File: src/rtl/phj_pkg.sv
// rtl/phj_pkg.sv - shared tuple and drain-state types for the partitioning stage
package phj_pkg;

    localparam int TUPLE_DATA_W = 64;

    typedef struct packed {
        logic [TUPLE_DATA_W-1:0] data;
        logic [31:0]             tag;
        logic [63:0]             serialnum;
        logic                    was_joined;
    } tuple_t;

    typedef enum logic {
        RUN   = 1'b0,
        DRAIN = 1'b1
    } drain_state_t;

endpackage

File: src/rtl/tuple_fifo.sv
// rtl/tuple_fifo.sv - synchronous FWFT queue; head is read as zero while empty
module tuple_fifo #(
    parameter int WIDTH = 161,
    parameter int DEPTH = 4
) (
    input  logic                       clk,
    input  logic                       resetn,
    input  logic                       push,
    input  logic                       pop,
    input  logic [WIDTH-1:0]           din,
    output logic [WIDTH-1:0]           dout,
    output logic [$clog2(DEPTH):0]     cnt,
    output logic                       full,
    output logic                       empty
);
    localparam int AW = $clog2(DEPTH);
    localparam int CW = AW + 1;

    logic [WIDTH-1:0] r_mem [DEPTH];
    logic [AW-1:0]    r_wr_ptr;
    logic [AW-1:0]    r_rd_ptr;
    logic [CW-1:0]    r_cnt;

    always_ff @(posedge clk) begin
        if (push) begin
            r_mem[r_wr_ptr] <= din;
        end
    end

    // Pointers wrap naturally because DEPTH is a power of two.
    always_ff @(posedge clk) begin
        if (!resetn) begin
            r_wr_ptr <= '0;
            r_rd_ptr <= '0;
            r_cnt    <= '0;
        end else begin
            if (push) begin
                r_wr_ptr <= r_wr_ptr + 1'b1;
            end
            if (pop) begin
                r_rd_ptr <= r_rd_ptr + 1'b1;
            end
            case ({push, pop})
                2'b10:   r_cnt <= r_cnt + 1'b1;
                2'b01:   r_cnt <= r_cnt - 1'b1;
                default: r_cnt <= r_cnt;
            endcase
        end
    end

    assign cnt   = r_cnt;
    assign full  = (r_cnt == CW'(DEPTH));
    assign empty = (r_cnt == '0);
    assign dout  = empty ? '0 : r_mem[r_rd_ptr];

endmodule

File: src/rtl/tuple_splitter.sv
// rtl/tuple_splitter.sv - routes tuples to one of two queued outputs by a tag bit
module tuple_splitter
    import phj_pkg::*;
#(
    parameter int INPUT_SIZE   = 64,
    parameter int DECISION_BIT = 0,
    parameter int DEPTH        = 4
) (
    input  logic                        clk,
    input  logic                        resetn,
    input  logic                        in_valid,
    output logic                        in_ready,
    input  logic [INPUT_SIZE-1:0]       in_data,
    input  logic [31:0]                 in_tag,
    input  logic [63:0]                 in_serialnum,
    input  logic                        in_was_joined,
    input  logic                        in_last_processed,
    input  logic [1:0]                  out_ready,
    output logic [1:0]                  out_valid,
    output logic [1:0][INPUT_SIZE-1:0]  out_data,
    output logic [1:0][31:0]            out_tag,
    output logic [1:0][63:0]            out_serialnum,
    output logic [1:0]                  out_was_joined,
    output logic [1:0]                  out_last_processed
);
    localparam int W  = INPUT_SIZE + 32 + 64 + 1;
    localparam int CW = $clog2(DEPTH) + 1;

    logic                 w_sel;
    logic                 w_in_ready;
    logic [1:0]           w_push;
    logic [1:0]           w_pop;
    logic [1:0]           w_full;
    logic [1:0]           w_empty;
    logic [1:0]           w_out_valid;
    logic [1:0]           w_pend;
    logic [1:0]           w_eos;
    logic [W-1:0]         w_din;
    logic [W-1:0]         w_dout [2];
    logic [CW-1:0]        w_cnt  [2];
    drain_state_t         r_state     [2];
    drain_state_t         w_state_nxt [2];

    assign w_sel      = in_tag[DECISION_BIT];
    assign w_din      = {in_data, in_tag, in_serialnum, in_was_joined};
    // Outputs are gated by resetn so the interface reads idle during the reset cycle itself.
    assign w_in_ready = resetn & ~(|w_pend) & ~w_full[w_sel];
    assign in_ready   = w_in_ready;

    for (genvar k = 0; k < 2; k++) begin : g_q
        assign w_push[k]      = in_valid & w_in_ready & (w_sel == 1'(k));
        assign w_out_valid[k] = resetn & ~w_empty[k];
        assign w_pop[k]       = w_out_valid[k] & out_ready[k];

        tuple_fifo #(
            .WIDTH (W),
            .DEPTH (DEPTH)
        ) u_fifo (
            .clk    (clk),
            .resetn (resetn),
            .push   (w_push[k]),
            .pop    (w_pop[k]),
            .din    (w_din),
            .dout   (w_dout[k]),
            .cnt    (w_cnt[k]),
            .full   (w_full[k]),
            .empty  (w_empty[k])
        );

        assign out_valid[k]          = w_out_valid[k];
        assign out_data[k]           = resetn ? w_dout[k][W-1 -: INPUT_SIZE] : '0;
        assign out_tag[k]            = resetn ? w_dout[k][96:65]             : '0;
        assign out_serialnum[k]      = resetn ? w_dout[k][64:1]              : '0;
        assign out_was_joined[k]     = resetn & w_dout[k][0];
        assign out_last_processed[k] = w_eos[k];
    end

    always_ff @(posedge clk) begin
        for (int k = 0; k < 2; k++) begin
            if (!resetn) begin
                r_state[k] <= RUN;
            end else begin
                r_state[k] <= w_state_nxt[k];
            end
        end
    end

    // Both outputs enter DRAIN together; each leaves once its own queue is empty.
    always_comb begin
        for (int k = 0; k < 2; k++) begin
            w_state_nxt[k] = r_state[k];
            case (r_state[k])
                RUN:     if (in_last_processed && !(|w_pend)) w_state_nxt[k] = DRAIN;
                DRAIN:   if (w_empty[k] && !w_push[k])        w_state_nxt[k] = RUN;
                default: w_state_nxt[k] = RUN;
            endcase
        end
    end

    always_comb begin
        for (int k = 0; k < 2; k++) begin
            w_pend[k] = 1'b0;
            w_eos[k]  = 1'b0;
            w_pend[k] = (r_state[k] == DRAIN);
            w_eos[k]  = resetn & (r_state[k] == DRAIN) & w_empty[k] & ~w_push[k];
        end
    end

endmodule
File: config.mk
export PLATFORM = sky130hd
export DESIGN_NAME = tuple_splitter
export DESIGN_NICKNAME = d
export VERILOG_FILES = /design/src/rtl/phj_pkg.sv /design/src/rtl/tuple_fifo.sv /design/src/rtl/tuple_splitter.sv
export SDC_FILE = /design/constraint.sdc
export NUM_CORES = 1
export LEC_CHECK = 0
export ABC_AREA = 1
export CAP_MARGIN = 30
export CELL_PAD_IN_SITES_DETAIL_PLACEMENT = 1
export CELL_PAD_IN_SITES_GLOBAL_PLACEMENT = 1
export CORE_AREA = 2 2 416 418
export CTS_CLUSTER_SIZE = 16
export DETAILED_ROUTE_END_ITERATION = 8
export DIE_AREA = 0 0 418 420
export PLACE_DENSITY = 0.63
export SETUP_SLACK_MARGIN = 0.3
export SLEW_MARGIN = 25
export SYNTH_ARGS = -nofsm -noshare
export SYNTH_HDL_FRONTEND = slang
export SYNTH_SLANG_ARGS = --single-unit
File: constraint.sdc
create_clock -name clk -period 12.45 [get_ports clk]
set_clock_uncertainty 0.2 [all_clocks]
set_input_delay 1.245 -clock clk [delete_from_list [all_inputs] [get_ports clk]]
set_output_delay 1.245 -clock clk [all_outputs]
set_load 0.1 [all_outputs]
# == Yosys cells after proc, flatten, opt, wreduce, memory -nomap -nowiden ==
# Memory sizes are Yosys's and may differ from the RTL's. A register that Yosys moved wholly into a read port is not among the register bits.
# Cells that the tools add are included.
# op_classes
bitwise,28
n_mul,0
mux,29
n_div,0
reduce_logical,11
magnitude_cmp,1
eq_ne,6
n_shift,0
add_sub_neg,8
# ops
op,n
161-bit 2-to-1 mux,2
64-bit 2-to-1 mux,4
32-bit 2-to-1 mux,2
1-bit AND,17
1-bit 2-to-1 mux,13
3-bit one-hot mux with 2 select lines,2
1-bit inverter,9
"2-bit by 1-bit adder with 2-bit output, second input constant",4
2-bit 2-to-1 mux,4
"3-bit by 1-bit adder with 3-bit output, second input constant",2
"3-bit == test, second input constant",2
3-bit zero test,2
"3-bit by 1-bit subtractor with 3-bit output, second input constant",2
"2-bit by 1-bit == test with 1-bit output, second input constant",2
"2-bit == test, second input constant",2
1-bit one-hot mux with 2 select lines,2
2-bit nonzero test,2
1-bit logical AND,3
1-bit zero test,3
"1-bit by 2-bit < comparator with 1-bit output, second input constant",1
1-bit OR,2
2-bit OR reduction,1
# totals
romBits,0
input_bits,167
ramBits,1290
n_memories,3
ff_bits,14
latch_bits,0
# memory_table
name,depth,word_bits,read_ports,rd_clocked_by_memory_dff,wr,line,rtl
g_q[0].u_fifo.r_mem,4,161,1,1,1,tuple_fifo.sv:19,logic [WIDTH-1:0] r_mem [DEPTH];
g_q[1].u_fifo.r_mem,4,161,1,1,1,tuple_fifo.sv:19,
r_state,2,1,2,0,2,tuple_splitter.sv:41,drain_state_t r_state [2];

# == Longest topological paths before layout ==
# Gate-level depths: netlist (run 1).
# logic_depth
word_depth,12
depth_mapped,12

# == Modules after synthesis ==
# A second synthesis (run 1) with hierarchy kept.
# unflattened
cells_unflattened,4940
area_unflattened_um2,54104.4
# modules_own_cells
module,n_inst,area_each_um2,cells_each
tuple_fifo,2,25658.4,2114
tuple_splitter,1,2787.7,712

# == Worst setup path before layout (run 1) ==
# Ideal clock, no wire load.
# synth_path
kind,input-to-reg
from,input resetn
to,"memory g_q[0].u_fifo.r_mem[0][0], enable pin"
slack_ns,3.029
required_ns,11.565
arrival_ns,8.536
stages,5
setup_time_ns,0.685
path_cell_list,buf_4 -> nand3_2 -> nor2_2 -> nand4_4 -> nor2_1
# synth_via
elab_chain_cells,6
# synth_lines
element,line,rtl
start: declaration,tuple_splitter.sv:10,"input logic resetn,"
1-bit AND (2 in series),tuple_splitter.sv:47,assign w_in_ready = resetn & ~(|w_pend) & ~w_full[w_sel];
1-bit AND (2 in series),tuple_splitter.sv:51,assign w_push[k] = in_valid & w_in_ready & (w_sel == 1'(k));
1-bit 2-to-1 mux,tuple_fifo.sv:25,if (push) begin
1-bit 2-to-1 mux (not written as such),tuple_fifo.sv:26,r_mem[r_wr_ptr] <= din;
end: declaration,tuple_fifo.sv:19,
# No other way between the ends.

==> reports/qor.csv, run 1 <==
metric,value,unit
status,finished clean,
netlist_instances,3948,
cts_buffer_depth,3,
wl_per_cell,22.6,µm
layout.nets,4621,
dp_slack,6.32,ns
critPathTopFamily,buffers and inverters,
drt-total-wl,153000,µm
synth-seq-area-share,76.6,%
cts_buffers,148,
grt_max_degree,188,
synth.net_count,4127,
max-cap-violations,0,
start_kind,register,
ir_worst_vdd,134,µV
synth_area,51000,µm²
fin_setup_tns,0,ns
clk_pin_slew,0.06,ns
required,11.01,ns
start_util,29.8,%
slew_headroom,27.7,%
rows,152,
insertion_delay,0.78,ns
grt_pass1_vias,34500,
grt_pass1_wl,226000,µm
ys_warn_count,0,
avgSynthCellArea,12.9,µm²
fin_crit,6.78,ns
crit_arrival,5.34,ns
synth_cell_types,25,
holdPathStages,1,
synth.area.top_cells,"edfxtp_1 76%, nor2_1 9.7%, o21ai_1 4.3%, a21oi_1 3.3%, o21ai_0 2.1%",
synth_top_family_by_area,simple AND/OR/NAND/NOR gates,
powerDensity,156,nW/µm²
rsz0062_at_grt,false,
hpwl,89400,µm
cp_max_fo,61,
io_buffers,493,
drive_above_1_share,7.32,%
core_area,171000,µm²
critical_path.most_common_cell,buf_4,
root_buffer,clkbuf_16,
muxShareOfSynthArea,0,%
holdBufCountCts,0,
cts_tree,yes,
synth_seq_cells,1308,
viasPerCell,4.84,
reg2regPathDepth,9,
antenna_found_initial,12,
synth_top_area_share,75.8,%
worst-setup-path-type,register to primary output,
setup.worst_path.end_class,primary output,
htreeDepth,4,
cp.depth,8,
grt_usage,17.3,%
die-height,420,µm
async_flop_share,0,%
synthXorXnorAreaFrac,0.0343,%
path_cells,buf_4 > buf_4 > buf_4 > nor2_1 > nor2_1 > o21ai_1 > a21oi_1 > clkdlybuf4s50_1,
fp.dieArea,176000,µm²
area_growth,25.0,%
io_pins,494,
finalSetupViolCount,0,
min-delay-path-class,register to register,
post_cts_buffers,0,
synth-edff-count,1288,
synthAdderAreaFrac,0.324,%
ys_dominant_reg_cell,edfxtp_1,
worst-path-buf-inv,4,
die_w,418,µm
gp_congestion,0.734,
total_leakage_power,20.9,nW
firstDrtPassIters,5,
cts_resized,0,
drt_iter0_drc,2424,
vias,32800,
crit_path_top_delay_cell,clkdlybuf4s50_1,
numClockSinks,1308,
hold_violations,0,
max_stage_delay,1.22,ns
tightest_slew,1.09,ns
synth_compound_area_share,9.72,%
synth_area_leader_cell,edfxtp_1,
route.detailed.drc,0,
max_freq,147,MHz
fin_ws,5.67,ns
finalCritPeriodShare,54.5,%
overflow,0,
drv_slew,0,
synthSimpleGateAreaFrac,10.0,%
ant_nets,0,
-- kinds of logic (layout without fill, tap and decap cells) --
logic type | count (synthesis) | in the layout
xor gates and xnor gates | 2 | 2
other | 0 | 4
adders and majority gates | 12 | 12
AOI/OAI and AO/OA | 990 | 990
and+or+nand+nor | 1349 | 1349
DFF | 1308 | 1308
buffers and inverters | 287 | 888
-- cells in the final DEF (no fill, tap or decap), types with 3 or more instances in the layout --
cell type and instances:
nor2_1 1308, edfxtp_1 1288, clkdlybuf4s50_1 484, o21ai_1 434, a21oi_1 335, o21ai_0 219
clkbuf_16 150, buf_16 49, buf_4 48, inv_1 33, clkbuf_1 32, clkinv_1 26
nand2_1 23, clkinv_2 20, dfxtp_1 16, ha_1 10, bufinv_16 10, buf_2 9
nor2_4 8, clkinv_8 7, inv_6 7, diode_2 4, dfxtp_4 4, inv_16 3
buf_12 3
-- sequential cells by signal (all words and copies together) (netlist names), named ones only --
| signal | count |
|---|---|
| g_q.u_fifo.cnt | 6 |
| g_q.u_fifo.r_wr_ptr | 4 |
| g_q.u_fifo.r_mem | 1288 |
| g_q.u_fifo.r_rd_ptr | 4 |
| r_state | 2 |
-- power by group --
| group | total, W | internal (W) | switching (W) | leakage, nW |
|---|---|---|---|---|
| Sequential | 0.00491 | 0.00489 | 0.0000167 | 11.8 |
| Combinational | 0.000796 | 0.000197 | 0.000598 | 6.86 |
| Clock | 0.00422 | 0.00243 | 0.00179 | 2.26 |
-- per-stage QoR --
stage	total power [W]	hold slack [ns]	utilization (%)	instances	cell area (µm²)
4_1_cts	0.0100	0.303	37.2	6780	63700
6_report	0.00993	0.304	37.3	6786	63700
5_1_grt	0.0102	0.330	37.3	6785	63700
2_1_floorplan	0.00550	0.254	-	3948	51000
3_3_place_gp	0.00576	0.268	33.8	6476	57800
3_5_place_dp	0.00581	0.290	34.5	6523	59000
-- synth_stat cells (8+ instances only) --
cell type	n
dfxtp_1	20
o21ai_0	219
inv_1	33
clkbuf_1	45
nor2_1	1316
buf_6	39
edfxtp_1	1288
clkbuf_2	34
buf_4	34
ha_1	10
nand2_1	24
o21ai_1	434
a21oi_1	335
buf_1	8
buf_2	90
-- worst register-to-register path, cell delays in order, from the launching register on --
cell	delay, ns
dfxtp_1	0.33
inv_1	0.09
nand2_1	0.09
nor2_1	0.06
nor2_2	0.19
nand4_4	0.25
nor2_4	0.16
buf_4	0.52
buf_4	0.77
buf_4	0.86
-- layer usage --
layer	part of all wire [%]	GRT usage [%]	vias up	routed length, µm
li1	-	-	15000	-
met1	41	21.2	16800	63500
met2	51	30.3	747	78000
met3	5.0	3.61	217	7660
met4	2.6	5.27	18	4010
met5	0.081	0	-	124
-- final cells by class --
| type | instances | area [µm²] |
|---|---|---|
| diodes | 4 | 10.0 |
| multi-input cells | 2353 | 10300 |
| flip-flops and latches | 1308 | 39100 |
| well taps | 2233 | 2790 |
| repair buffers | 594 | 6670 |
| clock buffers | 182 | 3870 |
| clock inverters | 75 | 776 |
| fillers | 18000 | 107000 |
| inverters | 37 | 174 |
-- path summary, 6_finish.rpt --
kind	slack, ns	endpoint	startpoint
hold reg to reg	0.30	g_q[1].u_fifo.r_rd_ptr[0]$_SDFFE_PN0P_	g_q[1].u_fifo.r_rd_ptr[0]$_SDFFE_PN0P_
hold / removal	0.30	g_q[1].u_fifo.r_rd_ptr[0]$_SDFFE_PN0P_	g_q[1].u_fifo.r_rd_ptr[0]$_SDFFE_PN0P_
setup / recovery	5.67	out_serialnum[85]	register
setup reg to reg	8.49	g_q[1].u_fifo.r_mem[1][13]$_DFFE_PP_	g_q[1].u_fifo.cnt[1]$_SDFFE_PN0P_
(Power assumes the default switching activity.)
==> run 2: changes to the inputs <==
==> constraint.sdc (replaced) <==
create_clock -name clk -period 6.5 [get_ports clk]
set_clock_uncertainty 0.2 [all_clocks]
set_input_delay 0.65 -clock clk [delete_from_list [all_inputs] [get_ports clk]]
set_output_delay 0.65 -clock clk [all_outputs]
set_load 0.1 [all_outputs]
==> run 2 against run 1 <==
Compared with the run above:
- first-iteration DRC count is 7.9% lower
- largest cell class unchanged
- final area rose by 0.26%
- non-clock buffer count decreased by 2
- worst hold slack better by 0.015 ns
- critical path depth decreased by 2
- combinational power is 93% higher
- sequential cell count did not move
- sequential share of layout area is 0.16 points lower
- clock-buffer cell count increased by 2
- sequential power is 91% higher
==> reports/qor.csv, run 2 (synthesized netlist as in run 1, its figures left out) <==
metric,value,unit
worst-setup-path-type,register to primary output,
max_freq,185,MHz
drive_above_1_share,7.12,%
drt-total-wl,153000,µm
hold_violations,0,
mostFrequentLayoutCells,"1,308 x nor2_1, 1,288 x edfxtp_1, 485 x clkdlybuf4s50_1",
fin_hold_ws,0.320,ns
grt_pass1_vias,34400,
cts_buffer_depth,3,
finalSetupViolCount,0,
vias,32800,
slew_headroom,27.3,%
firstDrtPassIters,5,
crit_arrival,4.57,ns
numClockSinks,1308,
fin_crit,5.42,ns
clk_pin_slew,0.06,ns
route.detailed.drc,0,
post_cts_buffers,0,
fp.dieArea,176000,µm²
area_growth,25.3,%
powerDensity,297,nW/µm²
fin_ws,1.08,ns
htreeDepth,4,
gp_congestion,0.734,
grt_usage,17.2,%
overflow,0,
ir_worst_vdd,278,µV
die-height,420,µm
holdBufCountCts,0,
setup.worst_path.end_class,primary output,
placed_cell_area,59200,µm²
ant_nets,0,
io_pins,494,
tightest_slew,1.09,ns
viasPerCell,4.84,
cts_tree,yes,
wl_per_cell,22.5,µm
insertion_delay,0.79,ns
hpwl,89900,µm
drv_slew,0,
regArea,39100,µm²
required,5.65,ns
antenna_found_initial,4,
max-cap-violations,0,
grt_max_degree,185,
cts_buffers,145,
rows,152,
fillers,17900,
rsz0062_at_grt,false,
drt_iter0_drc,2233,
total_leakage_power,20.9,nW
start_kind,register,
dp_slack,1.64,ns
core_area,171000,µm²
final_area,63900,µm²
fin_setup_tns,0,ns
layout_commonest_cell,nor2_1,
min-delay-path-class,register to register,
multi_input_area,10300,µm²
status,finished clean,
die_w,418,µm
cp_max_fo,77,
largest_reg_flops,1288,
io_buffers,493,
start_util,29.8,%
fin_util,37.4,%
cts_resized,0,
grt_pass1_wl,225000,µm
largest-register,g_q.u_fifo.r_mem,
finalCritPeriodShare,83.3,%
layout.nets,4616,
root_buffer,clkbuf_16,
-- run 2: report_power, final --
| group | switching [W] | total [W] | internal (W) |
|---|---|---|---|
| clock | 0.00331 | 0.00801 | 0.00470 |
| combinational | 0.00115 | 0.00154 | 0.000385 |
| sequential | 0.0000326 | 0.00940 | 0.00937 |
-- run 2: metal layers --
layer | routed length (µm) | global-route usage (%)
met1 | 64700 | 21.6
met2 | 75900 | 29.1
met3 | 7700 | 3.59
met4 | 4630 | 6.09
met5 | 27 | 0
-- run 2: path summary, 6_finish.rpt --
path                                             to                               from  slack, ns  cells past startpoint
hold reg to reg   g_q[1].u_fifo.cnt[1]$_SDFFE_PN0P_  g_q[1].u_fifo.cnt[1]$_SDFFE_PN0P_       0.32                      2
setup reg to reg  g_q[0].u_fifo.cnt[2]$_SDFFE_PN0P_  g_q[0].u_fifo.cnt[1]$_SDFFE_PN0P_       3.40                     12
setup / recovery                         out_tag[5]                           register       1.08                      6
hold / removal    g_q[1].u_fifo.cnt[1]$_SDFFE_PN0P_  g_q[1].u_fifo.cnt[1]$_SDFFE_PN0P_       0.32                      2
-- run 2: critical path: stages, from the launching register on --
cell             delay, ns
dfxtp_4               0.86
inv_6                 0.51
buf_4                 0.49
nor2_1                0.17
o21ai_1               0.07
a21oi_1               0.40
clkdlybuf4s50_1       1.22
-- run 2: area by class of cell --
class / count / area share [%]
diodes: 2 / 0.00783
clock buffers: 184 / 6.09
clock inverters: 74 / 1.07
inverters: 37 / 0.272
multi-input cells: 2353 / 16.2
flip-flops and latches: 1308 / 61.2
well taps: 2233 / 4.37
repair buffers: 592 / 10.8
-- run 2: stage by stage --
stage / std cells / total power, W
after floorplan: 3948 / 0.0105
after global placement: 6476 / 0.0111
after detailed placement: 6520 / 0.0111
after CTS: 6778 / 0.0192
after global routing: 6783 / 0.0195
final: 6783 / 0.0190
